<file path="src/rtl/ltl_mon_pkg.sv">
// Shared constants and record types for LTL cluster violation collectors.
// Other clusters' collectors import the same record layout.
package ltl_mon_pkg;

    localparam int NUM_PROPS  = 10;
    localparam int CNT_W      = 8;
    localparam int TS_W       = 32;
    localparam int FIFO_DEPTH = 4;

    typedef struct packed {
        logic [TS_W-1:0]      ts;
        logic [NUM_PROPS-1:0] vec;
    } evt_rec_t;

    typedef enum logic [1:0] {
        FIFO_EMPTY,
        FIFO_PARTIAL,
        FIFO_FULL
    } fifo_state_e;

endpackage

</file>
<file path="src/rtl/ltl_evt_fifo.sv">
// Synchronous event FIFO with wrap-bit pointers.
// A push into a full FIFO is accepted only when a pop happens in the same cycle.
module ltl_evt_fifo
    import ltl_mon_pkg::*;
#(
    parameter int WIDTH = 42,
    parameter int DEPTH = 4
) (
    input  logic             clk,
    input  logic             reset,
    input  logic             push,
    input  logic             pop,
    input  logic [WIDTH-1:0] wdata,
    output logic [WIDTH-1:0] rdata,
    output logic             empty,
    output logic             full
);

    localparam int AW = $clog2(DEPTH);

    logic [WIDTH-1:0] mem [DEPTH];
    logic [AW:0]      rd_ptr;
    logic [AW:0]      wr_ptr;
    fifo_state_e      state;
    logic             do_push;
    logic             do_pop;

    // Equal pointers mean empty; same index with opposite wrap bit means full.
    always_comb begin
        state = FIFO_PARTIAL;
        if (rd_ptr == wr_ptr) begin
            state = FIFO_EMPTY;
        end else if (rd_ptr[AW-1:0] == wr_ptr[AW-1:0]) begin
            state = FIFO_FULL;
        end
    end

    assign empty   = (state == FIFO_EMPTY);
    assign full    = (state == FIFO_FULL);
    assign do_pop  = pop && !empty;
    assign do_push = push && (!full || do_pop);
    assign rdata   = empty ? '0 : mem[rd_ptr[AW-1:0]];

    always_ff @(posedge clk or negedge reset) begin
        if (!reset) begin
            rd_ptr <= '0;
            wr_ptr <= '0;
        end else begin
            if (do_push) begin
                wr_ptr <= wr_ptr + (AW+1)'(1);
            end
            if (do_pop) begin
                rd_ptr <= rd_ptr + (AW+1)'(1);
            end
        end
    end

    always_ff @(posedge clk) begin
        if (do_push) begin
            mem[wr_ptr[AW-1:0]] <= wdata;
        end
    end

endmodule

</file>
<file path="src/rtl/ltl_violation_collector.sv">
// Turns per-property LTL violation flags into timestamped records, sticky status,
// saturating per-property counts and a level interrupt.
module ltl_violation_collector #(
    parameter int NUM_PROPS  = ltl_mon_pkg::NUM_PROPS,
    parameter int CNT_W      = ltl_mon_pkg::CNT_W,
    parameter int TS_W       = ltl_mon_pkg::TS_W,
    parameter int FIFO_DEPTH = ltl_mon_pkg::FIFO_DEPTH
) (
    input  logic                 clk,
    input  logic                 reset,
    input  logic                 run,
    input  logic [NUM_PROPS-1:0] ltl_in,
    input  logic                 clr,
    output logic                 evt_valid,
    input  logic                 evt_ready,
    output logic [TS_W-1:0]      evt_ts,
    output logic [NUM_PROPS-1:0] evt_vec,
    output logic [NUM_PROPS-1:0] sticky,
    output logic                 overflow,
    input  logic [3:0]           cnt_sel,
    output logic [CNT_W-1:0]     cnt_out,
    output logic                 irq
);

    localparam int              REC_W   = TS_W + NUM_PROPS;
    localparam logic [CNT_W-1:0] CNT_MAX = '1;

    logic [TS_W-1:0]      ts;
    logic [NUM_PROPS-1:0] ltl_q;
    logic [NUM_PROPS-1:0] new_flags;
    logic [NUM_PROPS-1:0] sticky_d;
    logic                 overflow_d;
    logic [CNT_W-1:0]     cnt_q [NUM_PROPS];
    logic [CNT_W-1:0]     cnt_d [NUM_PROPS];
    logic                 event_hit;
    logic                 pop;
    logic                 fifo_empty;
    logic                 fifo_full;
    logic [REC_W-1:0]     head;

    assign new_flags = ltl_in & ~ltl_q;
    assign event_hit = run && (new_flags != '0);
    assign pop       = evt_ready && !fifo_empty;
    assign evt_valid = !fifo_empty;
    assign {evt_ts, evt_vec} = head;

    ltl_evt_fifo #(
        .WIDTH (REC_W),
        .DEPTH (FIFO_DEPTH)
    ) u_fifo (
        .clk   (clk),
        .reset (reset),
        .push  (event_hit),
        .pop   (pop),
        .wdata ({ts, new_flags}),
        .rdata (head),
        .empty (fifo_empty),
        .full  (fifo_full)
    );

    // Clear is applied first so an event in the same cycle lands on zeroed state.
    always_comb begin
        sticky_d   = clr ? '0 : sticky;
        overflow_d = clr ? 1'b0 : overflow;
        for (int i = 0; i < NUM_PROPS; i++) begin
            cnt_d[i] = clr ? '0 : cnt_q[i];
        end
        if (event_hit) begin
            sticky_d = sticky_d | new_flags;
            if (fifo_full && !pop) begin
                overflow_d = 1'b1;
            end
            for (int i = 0; i < NUM_PROPS; i++) begin
                if (new_flags[i] && (cnt_d[i] != CNT_MAX)) begin
                    cnt_d[i] = cnt_d[i] + CNT_W'(1);
                end
            end
        end
    end

    always_ff @(posedge clk or negedge reset) begin
        if (!reset) begin
            ts       <= '0;
            ltl_q    <= '0;
            sticky   <= '0;
            overflow <= 1'b0;
            irq      <= 1'b0;
            for (int i = 0; i < NUM_PROPS; i++) begin
                cnt_q[i] <= '0;
            end
        end else begin
            ltl_q    <= ltl_in;
            sticky   <= sticky_d;
            overflow <= overflow_d;
            irq      <= (sticky_d != '0) || overflow_d;
            if (run) begin
                ts <= ts + TS_W'(1);
            end
            for (int i = 0; i < NUM_PROPS; i++) begin
                cnt_q[i] <= cnt_d[i];
            end
        end
    end

    always_comb begin
        cnt_out = '0;
        for (int i = 0; i < NUM_PROPS; i++) begin
            if (cnt_sel == 4'(i)) begin
                cnt_out = cnt_q[i];
            end
        end
    end

endmodule

</file>
<file path="config.mk">
export PLATFORM = sky130hd
export DESIGN_NAME = ltl_violation_collector
export DESIGN_NICKNAME = d
export VERILOG_FILES = /design/src/rtl/ltl_mon_pkg.sv /design/src/rtl/ltl_evt_fifo.sv /design/src/rtl/ltl_violation_collector.sv
export SDC_FILE = /design/constraint.sdc
export NUM_CORES = 1
export LEC_CHECK = 0
export BUFFER_PORTS_ARGS = -buffer_cell sky130_fd_sc_hd__buf_4
export CAP_MARGIN = 20
export CORE_ASPECT_RATIO = 0.5
export CORE_UTILIZATION = 60
export CTS_CLUSTER_DIAMETER = 60
export DETAILED_ROUTE_END_ITERATION = 10
export GPL_TIMING_DRIVEN = 0
export PLACE_DENSITY = 0.79
export REMOVE_ABC_BUFFERS = 1
export SETUP_SLACK_MARGIN = 0.05
export SKIP_CTS_REPAIR_TIMING = 1
export SLEW_MARGIN = 0
export SYNTH_ARGS = -nofsm -noshare
export SYNTH_HDL_FRONTEND = slang
export SYNTH_SLANG_ARGS = --single-unit
</file>
<file path="constraint.sdc">
create_clock -name clk -period 12.7 [get_ports clk]
set_input_delay 0 -clock clk [delete_from_list [all_inputs] [get_ports clk]]
set_output_delay 0 -clock clk [all_outputs]
set_load 0.02 [all_outputs]
</file>
==> flow_summary.json, run 1 <==
{
  "maxCapViolCount": 0,
  "p_per_area_nw_per_um2": 202,
  "synth_cell_types": 54,
  "antennaDiodeCount": 0,
  "postSynthCellCount": 990,
  "io_pins": 82,
  "grt_usage": 0.241,
  "core.rowCount": 38,
  "startpoint": "u_fifo.rd_ptr[0]",
  "via_count": 8285,
  "dp_cells": 1342,
  "cts.sinks": 308,
  "h-tree-depth": 1,
  "netlist_area_um2": 13800,
  "gp_congestion": 0.877,
  "cts_buffers": 27,
  "remaining_drc_errors": 0,
  "max_freq_ghz": 0.347,
  "fin_skew_ns": 0.00883,
  "synth_edf_count": 168,
  "grt_first_pass_wirelength_um": 44200,
  "path_max_fanout": 45,
  "wl_per_cell_um": 19.6,
  "port_buffers": 81,
  "layout.cells.non_filler": 1407,
  "first_iter_violations": 634,
  "tightest_slew_ns": 0.980,
  "overflow": 0,
  "synth_top_area_frac": 0.366,
  "antenna_found_initial": 0,
  "post-dp-hpwl_um": 17300,
  "n_fill_cell": 1402,
  "syn_to_final_growth_pct": 16.0,
  "cts_tree": "done",
  "synth-main-ff-cell": "edfxtp_1",
  "leakage_nw": 6.30,
  "setup_viol": 0,
  "hold_viol": 0,
  "yosysWarnings": 0,
  "rsz0062_at_grt": "no",
  "vias_per_cell": 5.89,
  "cp.required_ns": 12.70,
  "dieWidth_um": 216,
  "clockRootBuffer": "clkbuf_16",
  "place_worst_setup_slack_ns": 9.94,
  "finalSetupTns_ns": 0,
  "yosysTopAreaCell": "edfxtp_1",
  "setup_ws_ns": 9.82,
  "critical_path.endpoint_type": "primary output",
  "grt_max_degree": 106,
  "worstReg2RegStart": "ltl_q[5]",
  "cp-start-kind": "register",
  "min_from": "clr",
  "die_h_um": 109,
  "path_clk_slew_ns": 0.07,
  "ys_top_cells_by_area": "edfxtp_1 (37%), dfrtp_1 (25%), mux4_2 (7.3%)",
  "fin_crit_sh": 0.227,
  "crit_chain": "xnor2_1 -> nand3_2 -> and2_1 -> buf_4",
  "vdd_ir_drop_max_mv": 0.148,
  "firstDrtPassIters": 5,
  "initial_utilization": 0.624,
  "cp_slowest_cell": "nand3_2",
  "worstHoldPathType": "in -> reg",
  "relSlewSlack": 0.346,
  "ant_nets": 0,
  "async_flop_share": 0.455,
  "p_total_w": 0.00323,
  "first_global_vias": 8356,
  "yosysSeqAreaShare": 0.619,
  "status": "finished, final reports clean",
  "critPathTopFamily": "simple AND/OR/NAND/NOR gates",
  "nets": 1121,
  "synth-seq-cells": 308,
  "routed_wl_um": 27600,
  "hold_slack_ns": 0.0671,
  "max_stage_delay_ns": 0.72,
  "path_class": "reg -> out",
  "slew_viol_final": 0,
  "cp.buffers_inverters": 1,
  "drive_above_1_share": 0.201,
  "core_region_area_um2": 22100,
  "syn_avg_cell_area_um2": 13.9,
  "layout_min_cycle_time_ns": 2.88,
  "clk_path_buf_depth": 3,
  "die_area_um2": 23600,
  "worst_ep_arrival_time_ns": 2.88,
  "clock_latency_ns": 0.54
}
[logic make-up after synthesis]
kind of cell | synth area share
compound gates | 0.0447
xor+xnor | 0.0654
flops | 0.619
mux | 0.0974
buf+inv | 0.0166
simple gates | 0.142
fa+ha+maj | 0.0145
[report_power, final]
part	switching (W)	leakage, nW	internal, W
registers	0.0000854	3.44	0.00122
clock network	0.000368	0.496	0.000561
logic	0.000531	2.36	0.000466
[cell type report]
class | instances | area, um^2 | area share
Clock buffer | 36 | 749 | 0.0468
Inverter | 18 | 67.6 | 0.00422
Tap cell | 300 | 375 | 0.0234
Timing Repair Buffer | 106 | 960 | 0.0599
Clock inverter | 14 | 267 | 0.0166
Multi-Input combinational cell | 625 | 5040 | 0.315
Sequential cell | 308 | 8550 | 0.534
[worst register-to-register path, cell delays in order, from the launching register on]
cell	delay [ns]
dfrtp_1	0.37
nor2b_1	0.66
or3_1	0.26
o31ai_4	0.09
nor3b_2	0.72
buf_6	0.26
buf_6	0.19
[sequential cells by signal, indices dropped and copies added (netlist names)]
register	flops
u_fifo.rd_ptr	3
irq	1
sticky	10
cnt_q	80
ltl_q	10
overflow	1
u_fifo.wr_ptr	3
u_fifo.mem	168
ts	32
[placed cells by master, fill, tap and decap left out, drive strengths merged, types with 5 or more instances in the layout]
cell type / instances
and3: 13
buf: 92
a21oi: 24
dlygate4sd3: 14
bufinv: 7
xor2: 36
and4b: 12
or3: 8
nand3b: 8
nand4: 29
xnor2: 67
o21ai: 19
clkbuf: 36
edfxtp: 168
nor2: 46
nand3: 22
nand2b: 9
and2: 51
mux2i: 15
inv: 20
nor2b: 52
a2bb2oi: 5
and4: 8
a31oi: 7
mux4: 45
ha: 16
nand2: 57
a221oi: 5
nor3: 15
mux2: 16
dfrtp: 140
[final timing paths]
check	to	slack, ns	cells past startpoint
hold reg to reg	u_fifo.wr_ptr[2]	0.50	1
min in group asynchronous	cnt_q[40]	0.52	4
hold / removal	cnt_q[61]	0.07	2
setup reg to reg	u_fifo.mem[3][33]	9.85	6
max in group asynchronous	u_fifo.rd_ptr[0]	11.64	4
setup / recovery	evt_ts[8]	9.82	4
[synth_stat cells, types with 13 or more instances]
| master | n |
|---|---|
| a21oi_1 | 23 |
| and2_1 | 51 |
| and3_1 | 13 |
| clkbuf_1 | 27 |
| dfrtp_1 | 140 |
| edfxtp_1 | 168 |
| ha_1 | 16 |
| inv_1 | 18 |
| mux2_2 | 15 |
| mux2i_1 | 15 |
| mux4_2 | 45 |
| nand2_1 | 57 |
| nand3_1 | 22 |
| nand4_1 | 29 |
| nor2_1 | 45 |
| nor2b_1 | 49 |
| nor3_1 | 14 |
| o21ai_0 | 19 |
| xnor2_1 | 67 |
| xor2_1 | 36 |
[metal layers]
layer | wire length (um) | GRT usage | share of wire | vias up
li1 | - | - | - | 3848
met1 | 12400 | 0.331 | 0.45 | 4232
met2 | 13800 | 0.416 | 0.50 | 168
met3 | 986 | 0.0318 | 0.036 | 37
met4 | 432 | 0.0568 | 0.016 | 0
met5 | 0 | 0 | 0 | -
[through the flow]
stage               instance area (um^2)   util
global placement                   14600  0.661
detailed placement                 14800  0.671
global route                       16000  0.724
floorplan                          13600      -
CTS                                15800  0.716
finish                             16000  0.724
Power figures use the tool's default switching activity.
==> inputs of run 2 (changes only) <==
==> constraint.sdc (replaced) <==
create_clock -name clk -period 2.9 [get_ports clk]
set_input_delay 0 -clock clk [delete_from_list [all_inputs] [get_ports clk]]
set_output_delay 0 -clock clk [all_outputs]
set_load 0.02 [all_outputs]
==> flow_summary.json, run 2 (same netlist as run 1, synthesis figures left out) <==
{
  "status": "finished, final reports clean",
  "syn_to_final_growth_pct": 16.2,
  "slew_viol_final": 0,
  "initial_utilization": 0.624,
  "layout.cells.non_filler": 1407,
  "via_count": 8312,
  "ant_nets": 0,
  "largest_register_ffs": 168,
  "relSlewSlack": 0.340,
  "die_area_um2": 23600,
  "post-dp-hpwl_um": 17300,
  "nets": 1121,
  "fin_util": 0.725,
  "place_area_um2": 14800,
  "remaining_drc_errors": 0,
  "fin_crit_sh": 0.930,
  "tightest_slew_ns": 0.990,
  "cp.required_ns": 3.19,
  "vdd_ir_drop_max_mv": 0.648,
  "port_buffers": 81,
  "die_h_um": 109,
  "fin_skew_ns": 0.00892,
  "path_clk_slew_ns": 0.07,
  "dieWidth_um": 216,
  "path_max_fanout": 25,
  "clock_latency_ns": 0.54,
  "overflow": 0,
  "worst_ep_arrival_time_ns": 2.99,
  "grt_usage": 0.241,
  "cp-start-kind": "register",
  "worstHoldPathType": "in -> reg",
  "stdcell_area_um2": 16000,
  "core.rowCount": 38,
  "max_freq_ghz": 0.371,
  "worstReg2RegStart": "u_fifo.rd_ptr[0]",
  "final_common_cell": "edfxtp_1",
  "wl_per_cell_um": 19.8,
  "antennaDiodeCount": 0,
  "cp_slowest_cell": "dfrtp_4",
  "reg2reg_depth": 6,
  "crit_chain": "xnor2_1 -> nand2_1 -> nor3_2 -> nor2_2 -> and2_2 -> buf_12",
  "setup_viol": 0,
  "cts_buffers": 27,
  "leakage_nw": 6.30,
  "clockRootBuffer": "clkbuf_16",
  "dp_cells": 1342,
  "first_iter_violations": 619,
  "hold_slack_ns": 0.0568,
  "grt_first_pass_wirelength_um": 44200,
  "maxCapViolCount": 0,
  "vias_per_cell": 5.91,
  "cts_tree": "done",
  "critical_path.endpoint_type": "register",
  "core_region_area_um2": 22100,
  "firstDrtPassIters": 5,
  "path_class": "reg -> reg",
  "clk_path_buf_depth": 3,
  "layout_common_cells": "edfxtp_1 (168), dfrtp_1 (138), buf_4 (80), xnor2_1 (67), nand2_1 (57)",
  "layout_min_cycle_time_ns": 2.70,
  "h-tree-depth": 1,
  "routed_wl_um": 27800,
  "finalSetupTns_ns": 0,
  "io_pins": 82,
  "drive_above_1_share": 0.202,
  "n_fill_cell": 1392,
  "rsz0062_at_grt": "no",
  "first_global_vias": 8356,
  "cts.sinks": 308,
  "holdPathEnd": "cnt_q[61]",
  "hold_depth": 2,
  "gp_congestion": 0.877,
  "min_from": "clr",
  "p_per_area_nw_per_um2": 887,
  "reg2reg_to": "u_fifo.mem[0][24]",
  "max_stage_delay_ns": 0.62,
  "grt_max_degree": 106,
  "antenna_found_initial": 0,
  "hold_viol": 0,
  "r2r_setup_slack_ns": 0.20
}
run 2: cell types whose count changed in the layout (fill, tap and decap cells not counted):
cell     before  now
nand3_2       1    0
nand3_4       0    1
nor2b_1      49   48
nor2b_2       0    1
nor3_1       14   13
nor3_2        1    2
nor3b_2       1    0
nor3b_4       0    1
run 2: layout make-up:
type                       count  area, um^2  share of cell area
clock buffer                  36         749              0.0468
clock inverter                14         267              0.0166
inverter                      18        67.6             0.00422
multi-input combinational    625        5060               0.316
sequential                   308        8550               0.534
tap                          300         375              0.0234
timing repair buffer         106         960              0.0599
run 2: worst max path at each step:
stage                     cells after the start  slack, ns             start                end
after detailed placement                      6       0.14          ltl_q[5]  u_fifo.mem[3][33]
after global routing                          6       0.14  u_fifo.rd_ptr[0]  u_fifo.mem[0][35]
after floorplan                               4      -3.11  u_fifo.rd_ptr[0]   u_fifo.mem[3][0]
after CTS                                     4      -0.03  u_fifo.rd_ptr[0]         evt_vec[5]
final                                         6       0.20  u_fifo.rd_ptr[0]  u_fifo.mem[0][24]
after global placement                        4      -6.34  u_fifo.rd_ptr[0]  u_fifo.mem[3][34]
run 2: where the power goes:
group,internal (W),switching [W]
combinational,0.00205,0.00236
sequential,0.00536,0.000378
clock,0.00246,0.00161
total,0.00987,0.00435
run 2: metrics by stage:
stage	total power [W]	setup slack (ns)
after CTS	0.0143	-0.0321
after global routing	0.0148	0.137
final	0.0142	0.202
after detailed placement	0.0102	0.136
after floorplan	0.00837	-3.11
after global placement	0.0100	-6.34
run 2: layer usage:
layer	up-vias	track usage	routed length, um
li1	3847	-	-
met1	4250	0.331	12500
met2	180	0.416	13900
met3	35	0.0318	1020
met4	0	0.0568	413
met5	-	0	0
run 2: critical path: cells and delay by family, from the launching register on:
kind	cells	cell delay, ns
AND/OR/NAND/NOR	4	1.12
flip-flops	1	0.62
buffers and inverters	1	0.26
XOR/XNOR	1	0.43
